$ cat config.mk
export PLATFORM = sky130hd
export DESIGN_NAME = downsample_pool_axi
export DESIGN_NICKNAME = d
export VERILOG_FILES = /design/src/rtl/downsample_pkg.sv /design/src/rtl/pool_linebuf.sv /design/src/rtl/downsample_pool_axi.sv
export SDC_FILE = /design/constraint.sdc
export NUM_CORES = 1
export LEC_CHECK = 0
export CORE_MARGIN = 5
export CORE_UTILIZATION = 47
export DETAILED_ROUTE_END_ITERATION = 6
export GPL_TIMING_DRIVEN = 1
export HOLD_SLACK_MARGIN = 0.08
export PLACE_DENSITY_LB_ADDON = 0.05
export SYNTH_ARGS = -nofsm -noshare
export SYNTH_HDL_FRONTEND = slang
export SYNTH_SLANG_ARGS = --single-unit
$ cat constraint.sdc
create_clock -name clk -period 11.8 [get_ports clk]
set_clock_uncertainty 0.2 [all_clocks]
set_input_delay 2.95 -clock clk [delete_from_list [all_inputs] [get_ports clk]]
set_output_delay 2.95 -clock clk [all_outputs]
set_load 0.005 [all_outputs]
$ cat src/rtl/downsample_pkg.sv
// Shared types and constants for the 2x2 average-pooling stream block.
package downsample_pkg;

   localparam logic [2:0] SZ_4  = 3'd0;
   localparam logic [2:0] SZ_8  = 3'd1;
   localparam logic [2:0] SZ_16 = 3'd2;
   localparam logic [2:0] SZ_32 = 3'd3;
   localparam logic [2:0] SZ_64 = 3'd4;

   localparam int DEF_DATA_WIDTH = 16;
   localparam int SUM_W          = DEF_DATA_WIDTH + 2;

   typedef enum logic [1:0] {
      S_IDLE  = 2'd0,
      S_RUN   = 2'd1,
      S_DRAIN = 2'd2
   } state_t;

   // Unknown codes fall back to the smallest map.
   function automatic logic [6:0] side_len(input logic [2:0] code);
      case (code)
         SZ_8:    side_len = 7'd8;
         SZ_16:   side_len = 7'd16;
         SZ_32:   side_len = 7'd32;
         SZ_64:   side_len = 7'd64;
         default: side_len = 7'd4;
      endcase
   endfunction

endpackage

$ cat src/rtl/pool_linebuf.sv
// One-row buffer of horizontal pair sums; synchronous write, asynchronous read.
module pool_linebuf #(
   parameter int WIDTH = 17,
   parameter int DEPTH = 32,
   parameter int AW    = $clog2(DEPTH)
) (
   input  logic             clk,
   input  logic             we,
   input  logic [AW-1:0]    addr,
   input  logic [WIDTH-1:0] wdata,
   output logic [WIDTH-1:0] rdata
);

   logic [WIDTH-1:0] mem [DEPTH];

   always_ff @(posedge clk) begin
      if (we) mem[addr] <= wdata;
   end

   assign rdata = mem[addr];

endmodule

$ cat src/rtl/downsample_pool_axi.sv
// AXI-Stream 2x2 floor-average pooling of one square channel, row-major in and out.
module downsample_pool_axi
   import downsample_pkg::*;
#(
   parameter int DATA_WIDTH = 16,
   parameter int MAX_SIZE   = 64
) (
   input  logic                  clk,
   input  logic                  reset,
   input  logic [2:0]            size_sel,
   input  logic [DATA_WIDTH-1:0] s_axis_tdata,
   input  logic                  s_axis_tvalid,
   input  logic                  s_axis_tlast,
   output logic                  s_axis_tready,
   output logic [DATA_WIDTH-1:0] m_axis_tdata,
   output logic                  m_axis_tvalid,
   output logic                  m_axis_tlast,
   input  logic                  m_axis_tready,
   output logic                  busy,
   output logic                  channel_done,
   output logic                  err_tlast
);

   localparam int CW = $clog2(MAX_SIZE);
   localparam int AW = CW - 1;
   localparam int PW = DATA_WIDTH + 1;
   localparam int SW = DATA_WIDTH + 2;

   state_t                 state;
   logic [2:0]             size_q;
   logic [CW-1:0]          col, row;
   logic [DATA_WIDTH-1:0]  hold_q;

   logic [2:0]             eff_size;
   logic [CW-1:0]          n_m1;
   logic                   accept, load, out_hs;
   logic                   col_last, row_last, beat_last;
   logic signed [PW-1:0]   pair, lb_rdata;
   logic signed [SW-1:0]   sum;
   logic                   lb_we;

   // The first beat of a channel is sized by the live size_sel, later beats by size_q.
   assign eff_size  = (state == S_IDLE) ? size_sel : size_q;
   assign n_m1      = CW'(side_len(eff_size) - 7'd1);
   assign col_last  = (col == n_m1);
   assign row_last  = (row == n_m1);
   assign beat_last = col_last && row_last;

   always_comb begin
      s_axis_tready = 1'b0;
      if (!reset) begin
         case (state)
            S_IDLE:  s_axis_tready = 1'b1;
            S_RUN:   s_axis_tready = !m_axis_tvalid || m_axis_tready;
            default: s_axis_tready = 1'b0;
         endcase
      end
   end

   assign accept = s_axis_tvalid && s_axis_tready;
   assign out_hs = m_axis_tvalid && m_axis_tready;
   assign load   = accept && row[0] && col[0];
   assign lb_we  = accept && col[0] && !row[0];

   assign pair = {hold_q[DATA_WIDTH-1], hold_q} +
                 {s_axis_tdata[DATA_WIDTH-1], s_axis_tdata};
   assign sum  = {lb_rdata[PW-1], lb_rdata} + {pair[PW-1], pair};

   pool_linebuf #(
      .WIDTH (PW),
      .DEPTH (MAX_SIZE / 2),
      .AW    (AW)
   ) u_linebuf (
      .clk   (clk),
      .we    (lb_we),
      .addr  (col[CW-1:1]),
      .wdata (pair),
      .rdata (lb_rdata)
   );

   assign busy = (state != S_IDLE);

   always_ff @(posedge clk) begin
      if (reset) begin
         state         <= S_IDLE;
         size_q        <= SZ_4;
         col           <= '0;
         row           <= '0;
         hold_q        <= '0;
         m_axis_tdata  <= '0;
         m_axis_tvalid <= 1'b0;
         m_axis_tlast  <= 1'b0;
         channel_done  <= 1'b0;
         err_tlast     <= 1'b0;
      end else begin
         channel_done <= 1'b0;

         if (accept) begin
            if (!col[0]) hold_q <= s_axis_tdata;
            if (col_last) begin
               col <= '0;
               row <= row_last ? '0 : row + 1'b1;
            end else begin
               col <= col + 1'b1;
            end
            if (s_axis_tlast != beat_last) err_tlast <= 1'b1;
         end

         // A reload in the same cycle as a handshake keeps tvalid high.
         if (load) begin
            m_axis_tdata  <= DATA_WIDTH'(sum >>> 2);
            m_axis_tvalid <= 1'b1;
            m_axis_tlast  <= beat_last;
         end else if (out_hs) begin
            m_axis_tvalid <= 1'b0;
            m_axis_tlast  <= 1'b0;
         end

         case (state)
            S_IDLE: begin
               if (accept) begin
                  size_q <= size_sel;
                  state  <= S_RUN;
               end
            end
            S_RUN: begin
               if (accept && beat_last) state <= S_DRAIN;
            end
            S_DRAIN: begin
               if (out_hs) begin
                  channel_done <= 1'b1;
                  state        <= S_IDLE;
               end
            end
            default: state <= S_IDLE;
         endcase
      end
   end

endmodule

Word-level counts from Yosys, hierarchy flattened

Memory sizes are Yosys's and may differ from the RTL's. A register that Yosys moved wholly into a read port is not among the register bits.
Index checks and enable logic that the tools add are counted.
W data, S select, Z words.

Flip-flop bits (word level): 53
Memories kept: 1
Bits in writable memories: 544
Input port bits: 24
Logic and storage cells: 68
Output and inout port bits: 22

Multiplexer cells: 18
Equality and inequality tests: 12
Bitwise gates (word level): 2
$add $sub $neg: 5
Reductions and logical operators: 20

Memory list:

| name          | depth | width | read ports | clocked after memory_dff | wr ports | line               | RTL |
|---|---|---|---|---|---|---|---|
| u_linebuf.mem | 32    | 17    | 1          | 1                        | 1        | pool_linebuf.sv:14 | `logic [WIDTH-1:0] mem [DEPTH];` |

Operators by type and width:

| cell                  | count |
|---|---|
| $pmux W6 S4           | 1 |
| $add A17 B17 Y18      | 1 |
| $add A16 B16 Y17      | 1 |
| $add A6 B1 Y6 const B | 2 |
| $eq A6 B6 Y1          | 2 |
| $mux W6               | 2 |
| $mux W5               | 2 |
| $logic_and A1 B1 Y1   | 8 |
| $reduce_and A2 Y1     | 4 |
| $mux W1               | 7 |
| $eq A3 B2 Y1 const B  | 2 |
| $mux W2               | 3 |
| $ne A2 B2 Y1 const B  | 3 |
| $pmux W2 S3           | 1 |
| $sub A6 B1 Y6 const B | 1 |
| $reduce_bool A2 Y1    | 2 |
| $eq A3 B1 Y1 const B  | 1 |
| $eq A3 B3 Y1 const B  | 1 |
| $mux W3               | 1 |
| $reduce_and A3 Y1     | 1 |
| $eq A2 B1 Y1 const B  | 1 |
| $eq A2 B2 Y1 const B  | 1 |
| $logic_not A1 Y1      | 2 |
| $logic_not A2 Y1      | 1 |
| other kinds (5)       | 6 |

Depth between registers and ports, before layout

Gate-level depths: netlist (run 1).

Word-level depth: 10
Gate-level depth with buffers: 20
Mapped depth without buffers: 20

Hierarchy

From an unflattened synthesis (run 1), not the netlist that was laid out.

Cell total of the unflattened synthesis: 1,618
Area, all modules: 24,781.3 sq um

Modules (own cells, without submodules):

| module              | sequential area each (sq um) | area each (sq um) | instances | cells each |
|---|---|---|---|---|
| pool_linebuf        | 16,335.7                     | 20,970.1          | 1         | 1,131 |
| downsample_pool_axi | 1,061.0                      | 3,811.2           | 1         | 487 |

Worst setup path after synthesis (run 1)

Ideal clock, no wire load.

Path kind: input to register
Start: input s_axis_tdata[0]
End: register m_axis_tdata[15]
Required time: 11,526 ps
Buffers on the path: 0
Data arrival time: 7,531 ps
Stages: 20
Path slack: 3,995 ps
Setup time: 74 ps
Cells stage by stage: ha_1 > fa_1 > a21o_1 > a21oi_1 > o21bai_1 > a21oi_1 > o21bai_1 > a21oi_1 > o21a_1 > nor2_1 > a21oi_1 > ha_1 > nand3_1 > nor2_1 > o21ai_1 > and2_1 > o211ai_2 > o41a_1 > or3b_1 > a31oi_1

Cells in the longest elaborated chain, start to end: 2

Ends and longest elaborated chain:

| element                | line                       | RTL |
|---|---|---|
| start: declaration     | downsample_pool_axi.sv:11  | `input logic [DATA_WIDTH-1:0] s_axis_tdata,` |
| $add A16 B16 Y17       | downsample_pool_axi.sv:65  | `assign pair = {hold_q[DATA_WIDTH-1], hold_q} +` |
| named net pair[10]     | downsample_pool_axi.sv:38  | `logic signed [PW-1:0] pair, lb_rdata;` |
| $add A17 B17 Y18       | downsample_pool_axi.sv:67  | `assign sum = {lb_rdata[PW-1], lb_rdata} + {pair[PW-1], pair};` |
| end signal: assignment | downsample_pool_axi.sv:111 | `m_axis_tdata <= DATA_WIDTH'(sum >>> 2);` |
| end: declaration       | downsample_pool_axi.sv:15  | `output logic [DATA_WIDTH-1:0] m_axis_tdata,` |

The timed path passes the listed nets, and every way through them passes these cells.
A chain may end at the register's enable or synchronous reset.

Final worst setup path (run 1)

Same ends and word-level chain as after synthesis.

==> parameters.txt, run 1 <==
Parameter                              Value

Layout
  Final core occ ... between 50% and 60%
  Fraction of final layout cells with drive strength greater than 1 ... around 26%
  Post-route design area ... 0.02822 mm2
  Net count of the finished layout ... 1433
  Relative area change from synthesis to final layout ... 15.57%
  Commonest cells after routing, fill and taps aside ... edfxtp_1, mux4_2, nand2_1
  Antenna diode count ... 0
  FILL cells ... 4047
  Commonest non-fill, non-tap cell in the layout ... edfxtp_1

Hold path
  Tightest Hold Check Type ... reg -> reg

Synthesis
  Main synth FF type ... edfxtp_1
  #FFs+latches synth ... 602
  Register area share after synthesis ... 71.65%
  Distinct cells, synth ... 64
  Proportion of register bits with asynchronous set or reset after synthesis ... 0%
  Number of nets in the synthesized netlist ... 1347
  Number of warning messages in the yosys log ... 0
  Post-Syn Area ... 0.02442 mm2
  Number of enable flip-flop cells after synthesis ... between 500 and 600
  Count of mapped cells out of synthesis ... 1289
  Per-instance average area after synthesis ... approximately 19 um2

GRT
  Final global-route overflow total ... 0
  Overall track demand over capacity in global routing ... roughly a fifth
  Number of antenna violations at the first check in global routing ... 1
  Via count of the first global-routing pass ... 12460
  Wire length of the first global-routing pass ... about 86000 um
  Maximum number of pins on one net before global-route repair ... 45

Critical path
  CP peak stage delay ... 0.43 ns
  Required time of the worst setup path ... 12.15 ns
  Type of element launching the critical path ... input pin
  Critical-path cell list ... clkdlybuf4s50_1 > ha_1 > fa_1 > a21o_1 > a21oi_1 > o21bai_1 > a21oi_1 > o21bai_1 > a21oi_1 > o21a_1 > o21bai_1 > a21oi_1 > xnor2_2 > buf_4 > ha_1 > nand2_1 > nor2_2 > a22oi_2 > o211ai_2 > o41a_1 > or3b_1 > a31oi_1
  CP Data Arrival Time ... 8.09 ns
  Slowest CP cell ... clkdlybuf4s50_1
  CP Capture Type ... register
  Type of the worst setup path ... in -> reg
  Cell repeated most along the worst path ... a21oi_1
  Max FO, Critical Path ... 33

STA
  Final clock period utilization by the worst path ... 65.58%
  Accumulated negative setup slack ... 0 ns
  Tightest slew margin relative to the limit ... 38.93%
  Final WS setup ... roughly 4.1 ns
  Setup repair after global routing missed its margin ... false
  # setup viols final ... 0
  Pins Over Slew Limit ... 0
  Shortest clock period the worst path allows after layout ... 7.738 ns
  F_max ... 129.2 MHz
  Final number of hold-violating endpoints ... 0
  Measured slew at the worst slew-check pin ... 0.9139 ns

Routing
  Detailed-router iteration count before antenna repair ... 6
  Violation count after the first detailed-route iteration ... approximately 920
  ANT nets after route ... 0
  Final Routed Wirelength ... 58430 um
  DRC ... 0
  Via/cell ratio ... 5.825
  Routed len/inst ... 27.72 um
  Total number of vias ... 12280

Clock network
  Sinks on Clock Net ... 602
  H-tree depth reported by CTS ... 2
  Root Buffer ... clkbuf_16
  TritonCTS clock tree ... done
  Reg clk slew, reported paths ... about 0.06 ns
  Number of buffers created by CTS ... 61
  Clock buffer depth ... 3
  Setup bufs post-CTS ... 0
  Resized cells post-CTS ... 0
  Hold-fix buffer count after cts ... 0
  Clock insertion delay at the later pin of the skew report ... 0.63 ns

Die
  I/O Pins ... 46
  Number of rows in the core area ... 83
  X dimension of the die ... ~240 um
  Starting density of the core ... a little under half
  Full die area ... 0.05661 mm2
  Die boundary height ... 237.9 um
  Core area ... roughly 0.051 mm2

Place
  Routability congestion estimate from global placement ... 0.7845
  Total cell area at the placement stage ... 0.02606 mm2
  DP Worst Slack ... 3.427 ns
  Half-perimeter wire length of the detailed placement result ... 32690 um
  Count of input and output buffers ... 45

Run status
  Result of the run ... completed

Power
  Static leakage ... 8.802 nW
  Total power per unit cell area ... 167.8 mW/mm2
  Maximum vdd ir drop ... 0.0001146 V
  Total power ... approximately 0.0047 W

Run
  Count of maximum capacitance violations ... 0
## layout make-up
cell class                 instances  area (um2)  area share [%]
clock buffer                      72        1610           5.706
tap                              680       850.8           3.015
inverter                          11       41.29          0.1463
timing repair buffer              86       753.2           2.669
multi-input combinational        613        6902           24.46
clock inverter                    44       553.0           1.960
sequential                       602       17510           62.05
## worst max-delay path: cells and delay by family
kind / cells / cell delay (ns)
AOI/OAI and AO/OA: 13 / 2.64
and+or+nand+nor: 3 / 0.55
adders and majority gates: 3 / 1.03
xor gates and xnor gates: 1 / 0.14
buffers and inverters: 2 / 0.76
## metal layers
metal	GRT usage, %	routed length (um)	part of all wire (%)	vias up
met2	33.62	28790	49	305
met3	3.271	2975	5.1	74
met1	29.94	25490	44	6486
met4	5.213	1166	2.0	0
li1	-	-	-	5414
met5	0	0	0	-
## cells by family (layout without fill, tap and decap cells)
family                   count (synthesis)  count (layout)  share of synthesized area, %
adder cells (fa/ha/maj)                 34              34                         1.773
XOR/XNOR                                36              36                         1.291
multiplexers                           190             190                         16.55
AND/OR/NAND/NOR                        220             220                         4.115
AO/OA/AOI/OAI                          133             133                         3.397
buffers and inverters                   74             213                         1.219
flip-flops                             602             602                         71.65
## registers in the layout (all words and copies together), names as in the netlist, named ones only
name           count
state              2
m_axis_tvalid      1
row                6
channel_done       1
u_linebuf.mem    544
m_axis_tlast       1
err_tlast          1
m_axis_tdata      16
col                6
size_q             3
hold_q            16
## report_power, final
part	leakage [nW]	internal (W)	switching (W)
clock network	1.04	0.00126	0.000816
logic	2.40	0.0000907	0.000182
registers	5.36	0.00238	0.00000527
## synthesized netlist by cell type, types with 7 or more instances
| library cell | n | share of area, % |
|---|---|---|
| nor2_1 | 72 | 1.1 |
| edfxtp_1 | 544 | 67 |
| o21ai_0 | 22 | 0.45 |
| nand2b_1 | 8 | 0.20 |
| ha_1 | 33 | 1.7 |
| inv_1 | 11 | 0.17 |
| nand3_1 | 20 | 0.41 |
| dfxtp_1 | 58 | 4.8 |
| mux2i_1 | 7 | 0.29 |
| xnor2_1 | 24 | 0.86 |
| xor2_1 | 12 | 0.43 |
| nor3_1 | 11 | 0.23 |
| clkbuf_1 | 43 | 0.66 |
| nand2_1 | 73 | 1.1 |
| a21o_1 | 9 | 0.28 |
| buf_1 | 16 | 0.25 |
| a21oi_1 | 57 | 1.2 |
| mux4_1 | 8 | 0.86 |
| mux4_2 | 158 | 15 |
| mux2_2 | 16 | 0.74 |
## final timing paths
kind                         from               end  slack (ns)  depth (start not counted)
hold reg to reg   m_axis_tdata[3]   m_axis_tdata[3]        0.25                          2
setup reg to reg         register  m_axis_tdata[15]        5.89                         15
hold / removal    m_axis_tdata[3]   m_axis_tdata[3]        0.25                          2
setup / recovery  s_axis_tdata[0]  m_axis_tdata[15]        4.06                         22
## metrics by stage
step	hold WS, ns	std cells
finish	0.2519	2108
global route	0.2668	2108
CTS	0.2522	2108
detailed placement	0.2442	1992
global placement	0.2431	1992
floorplan	0.2400	1289
No activity file was read; power rests on OpenSTA's default activity.
==> run 2: changes to the inputs <==
clock period = 6.8 ns   (was 11.8 ns; I/O delays follow)
==> parameters.txt, run 2 (synthesis gave the netlist of run 1 again) <==
Parameter                              Value

Die
  Starting density of the core ... 47.50%
  Core area ... about 0.051 mm2
  Number of rows in the core area ... 83
  Die boundary height ... ~240 um
  X dimension of the die ... 237.9 um
  I/O Pins ... 46
  Full die area ... 0.05661 mm2

STA
  F_max ... 164.9 MHz
  Shortest clock period the worst path allows after layout ... 6.066 ns
  Accumulated negative setup slack ... 0 ns
  # setup viols final ... 0
  Final clock period utilization by the worst path ... 89.21%
  Pins Over Slew Limit ... 0
  Final number of hold-violating endpoints ... 0
  Measured slew at the worst slew-check pin ... 0.8923 ns
  Tightest slew margin relative to the limit ... 40.51%
  Setup repair after global routing missed its margin ... false
  Hold_ws ... 0.2504 ns

Power
  Flop pwr share ... 52.8%
  Relative contribution of combinational cells to total power ... under 10%
  Maximum vdd ir drop ... 0.0002018 V
  Net switching fraction of the power ... 21.99%
  Internal ... 0.006133 W
  Net switching power ... 0.001729 W
  Static leakage ... 8.850 nW
  Clock group share of total power ... approximately two fifths
  Total power per unit cell area ... 279.6 mW/mm2

Routing
  Routed len/inst ... 27.98 um
  Final Routed Wirelength ... 59640 um
  DRC ... 0
  Detailed-router iteration count before antenna repair ... 5
  Violation count after the first detailed-route iteration ... 1046
  ANT nets after route ... 0
  Total number of vias ... 12500
  Via/cell ratio ... 5.866

Critical path
  CP Capture Type ... register
  Required time of the worst setup path ... 7.15 ns
  CP Data Arrival Time ... 6.41 ns
  Type of element launching the critical path ... input pin
  Type of the worst setup path ... in -> reg
  Max FO, Critical Path ... 4
  Reg2reg end ... m_axis_tdata[15]
  Reg2reg path depth ... 14
  Slack of the worst reg-to-reg path ... 1.34 ns

Clock network
  H-tree depth reported by CTS ... 2
  Setup bufs post-CTS ... 0
  Root Buffer ... clkbuf_16
  Resized cells post-CTS ... 0
  Clock insertion delay at the later pin of the skew report ... 0.63 ns
  Hold-fix buffer count after cts ... 0
  Number of buffers created by CTS ... a little over 60
  Clock buffer depth ... 3
  TritonCTS clock tree ... done
  Reg clk slew, reported paths ... 0.06 ns
  Sinks on Clock Net ... ~600

Layout
  Relative area change from synthesis to final layout ... 15.16%
  Top reg by flops ... u_linebuf.mem
  Largest register FFs ... 544
  Fraction of final layout cells with drive strength greater than 1 ... 26.81%
  Commonest cells after routing, fill and taps aside ... edfxtp_1, mux4_2, nand2_1
  Antenna diode count ... 0
  Final core occ ... 54.70%
  Top Registers ... u_linebuf.mem x544, hold_q x16, m_axis_tdata x16
  Commonest non-fill, non-tap cell in the layout ... edfxtp_1
  Net count of the finished layout ... 1460

GRT
  Via count of the first global-routing pass ... between 10000 and 15000
  Wire length of the first global-routing pass ... between 80000 and 90000 um
  Maximum number of pins on one net before global-route repair ... 45
  Number of antenna violations at the first check in global routing ... 1
  Final global-route overflow total ... 0
  Overall track demand over capacity in global routing ... 21.06%

Hold path
  Tightest Hold Check Type ... reg -> reg
  Worst Hold Path Cells ... 2
  Hold EP ... m_axis_tdata[5]
  Worst hold path startpoint ... m_axis_tdata[5]

Place
  Half-perimeter wire length of the detailed placement result ... 34320 um
  Routability congestion estimate from global placement ... 0.7773
  Count of input and output buffers ... 45

Run
  Count of maximum capacitance violations ... 0

Run status
  Result of the run ... completed
[run 2: cell count changes in the layout (fill, tap and decap cells not counted), moves of 2 or more]
cell / before / now
nor2_2: 15 / 33
clkbuf_16: 63 / 61
buf_12: 0 / 2
bufinv_16: 13 / 5
nor2_4: 18 / 0
buf_4: 41 / 66
clkinvlp_4: 5 / 2
clkinv_2: 10 / 16
clkbuf_1: 9 / 12
[run 2: critical path: stages]
cell and delay [ns]:
clkdlybuf4s50_1 0.42, ha_1 0.25, fa_1 0.44, a21o_1 0.19
a21oi_1 0.19, o21bai_1 0.09, a21oi_1 0.29, o21bai_1 0.10
a21oi_1 0.35, o21a_1 0.21, o21bai_1 0.08, a21oi_1 0.23
xnor2_2 0.15, ha_1 0.30, nand2_1 0.13, nor2_2 0.04
a22oi_2 0.17, o211ai_2 0.17, o41a_1 0.36, or3b_1 0.38
a31oi_1 0.16
[run 2: stage by stage]
stage | worst slack (ns) | power (W) | instance area (um2) | cells
6_report | 0.7340 | 0.007862 | 28120 | 2131
4_1_cts | 0.7952 | 0.007955 | 28120 | 2131
2_1_floorplan | 0.2451 | 0.004511 | 24420 | 1289
3_5_place_dp | 0.1672 | 0.004703 | 26190 | 2019
3_3_place_gp | 0.2756 | 0.004690 | 26190 | 2019
5_1_grt | 0.4273 | 0.008140 | 28120 | 2131
[run 2: worst max path at each step]
stage	startpoint	to	slack [ns]	depth (start not counted)
final	s_axis_tdata[0]	m_axis_tdata[15]	0.73	21
after global routing	s_axis_tdata[0]	m_axis_tdata[15]	0.43	21
after CTS	s_axis_tdata[0]	m_axis_tdata[15]	0.80	21
after detailed placement	s_axis_tdata[0]	m_axis_tdata[15]	0.17	21
after global placement	s_axis_tdata[0]	m_axis_tdata[15]	0.28	21
after floorplan	s_axis_tdata[0]	m_axis_tdata[15]	0.25	20
[run 2: per-layer routing]
metal / GRT usage [%] / share of wire (%) / vias to the layer above / wire length [um]
met5: 0 / 0 / - / 0
met4: 4.478 / 1.6 / 0 / 980
met3: 2.670 / 4.2 / 57 / 2494
met2: 34.28 / 49 / 283 / 28920
met1: 31.17 / 46 / 6696 / 27240
li1: - / - / 5464 / -
[run 2: power by group through the flow]
stage | clock, W | combinational, W | sequential, W
6_report | 0.00324 | 0.000470 | 0.00415
2_1_floorplan | 0 | 0.000283 | 0.00423
3_3_place_gp | 0 | 0.000463 | 0.00423
4_1_cts | 0.00333 | 0.000477 | 0.00415
3_5_place_dp | 0 | 0.000475 | 0.00423
5_1_grt | 0.00348 | 0.000515 | 0.00415
[run 2: layout make-up]
class                      instances  area, um2
fill                            4011      23290
sequential                       602      17510
multi-input combinational        613       6812
clock buffer                      73       1572
timing repair buffer             113      980.9
tap                              680      850.8
clock inverter                    39      354.1
inverter                          11      41.29
==> run 3: changes to the inputs <==
CAP_MARGIN = 20   (was not set)
==> results of run 3 <==
The final DEF is identical to that of run 2; final timing and power are the same.
